## src/rtl/if_fetch.sv

```systemverilog
// Instruction-fetch stage: one-entry skid buffer, branch/jump redirect, and discard of stale fetches.
// Optional performance counters are enabled by defining IF_PERF_COUNTERS_EN.
module if_fetch (
    input  logic        clk,
    input  logic        rst,
    output logic        imem_req,
    output logic [31:0] imem_addr,
    input  logic        imem_ack,
    input  logic [31:0] imem_rdata,
    input  logic        stall,
    input  logic        branch_taken,
    input  logic [31:0] branch_target,
    input  logic        jump,
    input  logic [25:0] jump_index,
    output logic [31:0] if_instr,
    output logic [5:0]  if_inscod,
    output logic [31:0] if_pc,
    output logic [31:0] if_pc4,
    output logic        if_valid,
    output logic [31:0] fetch_count,
    output logic [31:0] flush_count
);

    typedef enum logic [1:0] {FETCH, HOLD, DISCARD} state_e;

    state_e      state_q, state_d;
    logic        run_q;
    logic [31:0] pc_q, pc_d;
    logic [31:0] daddr_q, daddr_d;
    logic [31:0] skid_q, skid_d;
    logic [31:0] instr_q, instr_d;
    logic [31:0] ipc_q, ipc_d;
    logic [31:0] ipc4_q, ipc4_d;
    logic        valid_q, valid_d;
    logic        redirect;
    logic        load;
    logic [31:0] target;

    // run_q keeps the request low for the first cycle after reset, so a stray ack there is ignored.
    always_comb begin
        redirect  = run_q && (jump || branch_taken);
        target    = jump ? {ipc4_q[31:28], jump_index, 2'b00} : branch_target;
        imem_req  = run_q && (state_q != HOLD);
        imem_addr = (state_q == DISCARD) ? daddr_q : pc_q;
        state_d   = state_q;
        pc_d      = pc_q;
        daddr_d   = daddr_q;
        skid_d    = skid_q;
        instr_d   = instr_q;
        ipc_d     = ipc_q;
        ipc4_d    = ipc4_q;
        valid_d   = valid_q;
        load      = 1'b0;
        if (run_q) begin
            case (state_q)
                FETCH: begin
                    if (redirect) begin
                        pc_d    = target;
                        valid_d = 1'b0;
                        skid_d  = '0;
                        if (!imem_ack) begin
                            state_d = DISCARD;
                            daddr_d = pc_q;
                        end
                    end else if (imem_ack) begin
                        pc_d = pc_q + 32'd4;
                        if (!valid_q || !stall) begin
                            load    = 1'b1;
                            instr_d = imem_rdata;
                            ipc_d   = pc_q;
                            ipc4_d  = pc_q + 32'd4;
                            valid_d = 1'b1;
                        end else begin
                            skid_d  = imem_rdata;
                            state_d = HOLD;
                        end
                    end else if (!stall) begin
                        // Decode consumed the current word and nothing new arrived: insert a bubble.
                        valid_d = 1'b0;
                    end
                end
                HOLD: begin
                    if (redirect) begin
                        pc_d    = target;
                        valid_d = 1'b0;
                        skid_d  = '0;
                        state_d = FETCH;
                    end else if (!stall) begin
                        // pc already advanced past the skid word, so its address is pc-4.
                        load    = 1'b1;
                        instr_d = skid_q;
                        ipc_d   = pc_q - 32'd4;
                        ipc4_d  = pc_q;
                        valid_d = 1'b1;
                        state_d = FETCH;
                    end
                end
                DISCARD: begin
                    if (redirect) begin
                        pc_d = target;
                    end
                    if (imem_ack) begin
                        state_d = FETCH;
                    end
                end
                default: state_d = FETCH;
            endcase
        end
    end

    always_ff @(posedge clk or posedge rst) begin
        if (rst) begin
            state_q <= FETCH;
            run_q   <= 1'b0;
            pc_q    <= '0;
            daddr_q <= '0;
            skid_q  <= '0;
            instr_q <= '0;
            ipc_q   <= '0;
            ipc4_q  <= '0;
            valid_q <= 1'b0;
        end else begin
            state_q <= state_d;
            run_q   <= 1'b1;
            pc_q    <= pc_d;
            daddr_q <= daddr_d;
            skid_q  <= skid_d;
            instr_q <= instr_d;
            ipc_q   <= ipc_d;
            ipc4_q  <= ipc4_d;
            valid_q <= valid_d;
        end
    end

    assign if_instr  = instr_q;
    assign if_inscod = instr_q[31:26];
    assign if_pc     = ipc_q;
    assign if_pc4    = ipc4_q;
    assign if_valid  = valid_q;

`ifdef IF_PERF_COUNTERS_EN
    logic [31:0] fcnt_q, flcnt_q;

    always_ff @(posedge clk or posedge rst) begin
        if (rst) begin
            fcnt_q  <= '0;
            flcnt_q <= '0;
        end else begin
            if (load)     fcnt_q  <= fcnt_q + 32'd1;
            if (redirect) flcnt_q <= flcnt_q + 32'd1;
        end
    end

    assign fetch_count = fcnt_q;
    assign flush_count = flcnt_q;
`else
    assign fetch_count = '0;
    assign flush_count = '0;
`endif

endmodule

```

## config.mk

```make
export PLATFORM = sky130hd
export DESIGN_NAME = if_fetch
export DESIGN_NICKNAME = d
export VERILOG_FILES = /design/src/rtl/if_fetch.sv
export SDC_FILE = /design/constraint.sdc
export NUM_CORES = 1
export LEC_CHECK = 0
export CORE_MARGIN = 2
export CORE_UTILIZATION = 53
export CTS_CLUSTER_SIZE = 25
export DETAILED_ROUTE_END_ITERATION = 8
export PLACE_DENSITY = 0.93
export SYNTH_ARGS = -nofsm -noshare
export SYNTH_HDL_FRONTEND = slang
export SYNTH_SLANG_ARGS = --single-unit
export TNS_END_PERCENT = 30
```

## constraint.sdc

```tcl
create_clock -name clk -period 11.3 [get_ports clk]
set_input_delay 1.13 -clock clk [delete_from_list [all_inputs] [get_ports clk]]
set_output_delay 1.13 -clock clk [all_outputs]
set_load 0.01 [all_outputs]
```

==> flow_metrics.env, run 1 <==
export IMPL_status="finished clean"
export IMPL_fin_setup_tns_ns=0
export IMPL_io_buffers=231
export IMPL_ys_ff_latch=194
export IMPL_vias=9427
export IMPL_cp_top_family="buffers and inverters"
export IMPL_whs_ns=0.478
export IMPL_ys_warn_count=0
export IMPL_layout_common_cells="clkdlybuf4s50_1 (230), dfrtp_1 (194), nand2_1 (168), o21ai_0 (112), mux2_2 (67)"
export IMPL_yosysSeqAreaShare=0.448
export IMPL_arrival_ns=2.98
export IMPL_cp_slowest_cell="ha_1"
export IMPL_cp_start_kind="flop"
export IMPL_io_pins=296
export IMPL_drc=0
export IMPL_rrSetupSlack_ns=7.69
export IMPL_drt_wirelength_per_cell_um=19.1
export IMPL_total_power_mw=3.77
export IMPL_cts_sinks=194
export IMPL_cts_buffers=17
export IMPL_maxCapViolCount=0
export IMPL_fin_util=0.671
export IMPL_n_antenna_cell=0
export IMPL_grt_pass1_vias=9074
export IMPL_multi_input_area_um2=5190
export IMPL_ff2ff_path_depth=8
export IMPL_tritoncts="yes"
export IMPL_first_iter_violations=1492
export IMPL_seq_area_um2=4850
export IMPL_first_pass_iters=6
export IMPL_die_w_um=147
export IMPL_period_needed_ns=4.11
export IMPL_overflow=0
export IMPL_synth_edf_count=0
export IMPL_gp_congestion=0.953
export IMPL_floorplan_initialDensity=0.537
export IMPL_clk_pin_slew_worst_paths_ns=0.08
export IMPL_rsz0062_at_grt="no"
export IMPL_synth_async_reset_ratio=1.00
export IMPL_dp_cells=1565
export IMPL_row_count=52
export IMPL_worstHoldStart="if_pc4[2]"
export IMPL_area_growth_pct=25.0
export IMPL_ys_flop_type="dfrtp_1"
export IMPL_slew_headroom=0.0323
export IMPL_finalHoldViolations=0
export IMPL_htree_levels=4
export IMPL_syn_avg_cell_area_um2=9.33
export IMPL_irDropWorstVdd_mv=0.142
export IMPL_syn_cell_area_um2=10800
export IMPL_ctsHoldBuffers=0
export IMPL_path_cells="inv_1 -> ha_1 -> buf_4 -> mux2_2 -> clkdlybuf4s50_1"
export IMPL_hold_path_end="if_pc4[2]"
export IMPL_grt_max_degree=121
export IMPL_cts_root_buffer="clkbuf_16"
export IMPL_antenna_left=0
export IMPL_core_area_um2=20200
export IMPL_drive_gt1_frac=0.0934
export IMPL_wl_mm=30.5
export IMPL_antenna_found_initial=0
export IMPL_max_clock_path_buffers=2
export IMPL_final_common_cell="clkdlybuf4s50_1"
export IMPL_required_ns=10.17
export IMPL_dieHeight_um=147
export IMPL_cts_resized=0
export IMPL_crit_type="reg -> out"
export IMPL_worstHoldPathCells=2
export IMPL_min_path_type="reg -> reg"
export IMPL_nFillCells=1498
export IMPL_powerDensity_nw_per_um2=279
export IMPL_endpoint_kind="primary output"
export IMPL_clock_latency_ns=0.44
export IMPL_p_leak_nw=5.65
export IMPL_tightest_slew_ns=1.44
export IMPL_fmax_mhz=243
export IMPL_crit_fanout=23
export IMPL_period_share=0.364
export IMPL_r2r_end="if_pc[31]"
export IMPL_gr_usage_all_layers=0.279
export IMPL_finalSetupViolCount=0
export IMPL_critPathMaxStageDelay_ns=0.67
export IMPL_synth_cell_types=60
export IMPL_grt_pass1_wl_mm=47.8
export IMPL_syn_inst=1160
export IMPL_r2r_start="state_q[1]"
export IMPL_nNetsFinal=1415
export IMPL_cts_setup_buffers=0
export IMPL_final_setup_skew_ns=0.0103
export IMPL_cp_buffers_inverters=3
export IMPL_finalNonFillerCells=1597
export IMPL_dp_hpwl_mm=20.7
export IMPL_die_area_um2=21600
export IMPL_slew_viol_final=0
export IMPL_viasPerCell=5.90
worst reg2reg max path: stages, from the launching register on:
cell	delay, ns
dfrtp_1	0.39
inv_1	0.15
ha_4	0.37
buf_4	0.81
nor3b_1	0.58
nand4_1	0.44
nor4_1	0.45
xnor2_1	0.18
o21ai_0	0.10
worst max path at each step:
stage / start / to / depth (start not counted)
final: state_q[0] / imem_addr[6] / 5
after CTS: state_q[0] / imem_addr[8] / 5
after global routing: state_q[0] / imem_addr[2] / 6
after floorplan: rst / daddr_q[0] / 1
after global placement: branch_taken / pc_q[26] / 7
after detailed placement: branch_taken / pc_q[26] / 7
where the power goes:
part / total (mW) / internal (mW) / switching [mW]
clock network: 0.623 / 0.334 / 0.288
logic: 1.78 / 0.897 / 0.881
registers: 1.37 / 1.02 / 0.355
total: 3.77 / 2.25 / 1.52
area by class of cell:
| type | instances | share of cell area |
|---|---|---|
| Multi-Input combinational cell | 819 | 0.384 |
| Sequential cell | 194 | 0.359 |
| Timing Repair Buffer | 242 | 0.177 |
| Clock buffer | 18 | 0.0317 |
| Tap cell | 270 | 0.0250 |
| Clock inverter | 14 | 0.0125 |
| Inverter | 40 | 0.0117 |
stage by stage:
stage               cell area [um2]  worst slack [ns]
detailed placement            12900              7.31
global placement              12900              7.40
CTS                           13500              7.20
finish                        13500              7.19
floorplan                     11100              4.89
global route                  13500              7.11
kinds of logic (layout without fill, tap and decap cells):
logic type               count (synthesis)  count (layout)  share of synthesized area
buffers and inverters                  210             314                     0.0985
AO/OA/AOI/OAI                          236             236                      0.140
adder cells (fa/ha/maj)                  5               5                    0.00578
other                                    2              65                   0.000694
flip-flops                             194             194                      0.448
AND/OR/NAND/NOR                        342             342                      0.147
XOR/XNOR                                55              55                     0.0445
multiplexers                           116             116                      0.115
layer usage:
| metal | GRT usage | up-vias | share of wire |
|---|---|---|---|
| met3 | 0.0739 | 138 | 0.095 |
| met5 | 0 | - | 0 |
| met2 | 0.456 | 591 | 0.48 |
| met1 | 0.351 | 4470 | 0.38 |
| met4 | 0.125 | 0 | 0.046 |
| li1 | - | 4228 | - |
registers in the layout, indices dropped and copies added, names as in the netlist:
register,cells
if_pc4,30
daddr_q,32
if_instr,32
pc_q,32
if_pc,32
state_q,2
skid_q,32
run_q,1
if_valid,1
synthesized netlist by cell type (8+ instances only):
cell type / number / area share
a211oi_1: 15 / 0.010
a21oi_1: 22 / 0.010
a31oi_1: 8 / 0.0046
and3_1: 9 / 0.0052
buf_1: 14 / 0.0049
buf_4: 72 / 0.050
clkbuf_1: 78 / 0.027
dfrtp_1: 194 / 0.45
inv_1: 40 / 0.014
mux2_2: 67 / 0.070
mux2i_1: 49 / 0.045
nand2_1: 168 / 0.058
nand3_1: 25 / 0.012
nand4_1: 9 / 0.0052
nor2_1: 48 / 0.017
nor2b_1: 16 / 0.0092
nor3_1: 17 / 0.0079
nor4_1: 19 / 0.011
o21ai_0: 112 / 0.052
o41ai_1: 34 / 0.028
xnor2_1: 41 / 0.033
xor2_1: 14 / 0.011
Power figures use the tool's default switching activity.
==> inputs of run 2 (changes only) <==
- CORE_UTILIZATION: 53 -> 44
- PLACE_DENSITY: 0.93 -> 0.83
- clock period: 11.3 -> 3.44 ns (I/O delays scaled with it)
==> run 2 against run 1 <==
  * Die area increased by 20%
  * Combinational power rose to 3.3 times the previous value
  * Register-to-register slack worse by 7.0 ns
  * Largest cell class unchanged
  * Wire length shrank 0.56%
  * Highest routed layer unchanged
  * Total power increased to 3.3 times the previous value
  * Non-clock buffer count up 17
==> flow_metrics.env, run 2 (same netlist as run 1, synthesis figures left out) <==
export IMPL_period_share=0.791
export IMPL_row_count=57
export IMPL_vias=9160
export IMPL_gr_usage_all_layers=0.232
export IMPL_rsz0062_at_grt="no"
export IMPL_finalHoldViolations=0
export IMPL_required_ns=3.10
export IMPL_whs_ns=0.420
export IMPL_cts_setup_buffers=0
export IMPL_drc=0
export IMPL_grt_pass1_vias=8862
export IMPL_clock_latency_ns=0.44
export IMPL_fmax_mhz=368
export IMPL_status="finished clean"
export IMPL_slew_viol_final=0
export IMPL_arrival_ns=2.38
export IMPL_drt_wirelength_per_cell_um=18.2
export IMPL_p_leak_nw=5.75
export IMPL_first_iter_violations=694
export IMPL_area_growth_pct=27.2
export IMPL_crit_type="reg -> out"
export IMPL_final_common_cell="clkdlybuf4s50_1"
export IMPL_critPathMaxStageDelay_ns=0.49
export IMPL_cts_root_buffer="clkbuf_16"
export IMPL_tritoncts="yes"
export IMPL_ctsHoldBuffers=0
export IMPL_final_setup_skew_ns=0.0123
export IMPL_drive_gt1_frac=0.106
export IMPL_cts_sinks=194
export IMPL_die_area_um2=25900
export IMPL_viasPerCell=5.49
export IMPL_tightest_slew_ns=0.966
export IMPL_overflow=0
export IMPL_n_antenna_cell=0
export IMPL_first_pass_iters=5
export IMPL_htree_levels=4
export IMPL_endpoint_kind="primary output"
export IMPL_dp_hpwl_mm=21.6
export IMPL_antenna_found_initial=0
export IMPL_cts_buffers=17
export IMPL_grt_pass1_wl_mm=47.9
export IMPL_path_cells="inv_1 -> ha_2 -> buf_12 -> mux2_2 -> clkdlybuf4s50_1"
export IMPL_layout_common_cells="clkdlybuf4s50_1 (230), dfrtp_1 (194), nand2_1 (168), o21ai_0 (112), mux2_2 (67)"
export IMPL_final_cell_area_um2=13800
export IMPL_grt_max_degree=77
export IMPL_io_buffers=231
export IMPL_cp_start_kind="flop"
export IMPL_powerDensity_nw_per_um2=893
export IMPL_max_clock_path_buffers=2
export IMPL_antenna_left=0
export IMPL_irDropWorstVdd_mv=0.417
export IMPL_dieHeight_um=161
export IMPL_nNetsFinal=1432
export IMPL_total_power_mw=12.3
export IMPL_crit_fanout=32
export IMPL_wl_mm=30.3
export IMPL_finalSetupViolCount=0
export IMPL_die_w_um=161
export IMPL_ff2ff_path_depth=6
export IMPL_io_pins=296
export IMPL_cp_slowest_cell="clkdlybuf4s50_1"
export IMPL_slew_headroom=0.356
export IMPL_clk_pin_slew_worst_paths_ns=0.08
export IMPL_fin_setup_tns_ns=0
export IMPL_period_needed_ns=2.72
export IMPL_gp_congestion=0.916
export IMPL_min_path_type="in -> async"
export IMPL_core_area_um2=24200
export IMPL_floorplan_initialDensity=0.446
export IMPL_fin_util=0.568
export IMPL_maxCapViolCount=0
export IMPL_placed_cell_area_um2=13200
export IMPL_cts_resized=0
## run 2: cell count changes in the layout (fill, tap and decap cells not counted), sizes merged
cell and change:
inv +1, clkinvlp -1, buf +17, bufinv -2
clkinv +2
## run 2: layout make-up
cell class,instances,area [um2]
tap,324,405
clock buffer,18,429
clock inverter,14,158
multi-input combinational,819,5190
timing repair buffer,259,2580
sequential,194,4850
fill,2116,10500
inverter,40,154
## run 2: final timing paths
kind	slack, ns	endpoint	from
setup / recovery	0.72	imem_addr[9]	state_q[0]
hold / removal	0.42	if_pc4[10]	rst
setup reg to reg	0.73	if_pc4[25]	state_q[0]
hold reg to reg	0.48	if_pc[10]	if_pc[10]
max in group asynchronous	2.22	if_pc[29]	rst
min in group clk	0.48	if_pc[10]	if_pc[10]
## run 2: critical path, delay by kind of cell (launching register included)
kind | cells | cell delay (ns)
buffers and inverters | 3 | 0.84
flip-flops | 1 | 0.43
multiplexers | 1 | 0.37
adder cells (fa/ha/maj) | 1 | 0.29
## run 2: power by group
group	switching (mW)	total, mW	internal [mW]
Clock	1.01	1.99	0.983
Combinational	2.86	5.90	3.03
Sequential	1.09	4.42	3.33
Total	4.96	12.3	7.35
## run 2: metrics by stage
| step | cells | setup slack [ns] |
|---|---|---|
| 2_1_floorplan | 1223 | 0.592 |
| 3_3_place_gp | 1636 | 0.864 |
| 3_5_place_dp | 1636 | 0.755 |
| 4_1_cts | 1668 | 0.695 |
| 5_1_grt | 1668 | 0.484 |
| 6_report | 1668 | 0.720 |
## run 2: per-layer routing
metal	GRT usage	vias to the layer above	share of wire
li1	-	4251	-
met1	0.308	4454	0.42
met2	0.374	402	0.48
met3	0.0542	53	0.075
met4	0.0775	0	0.027
met5	0	-	0
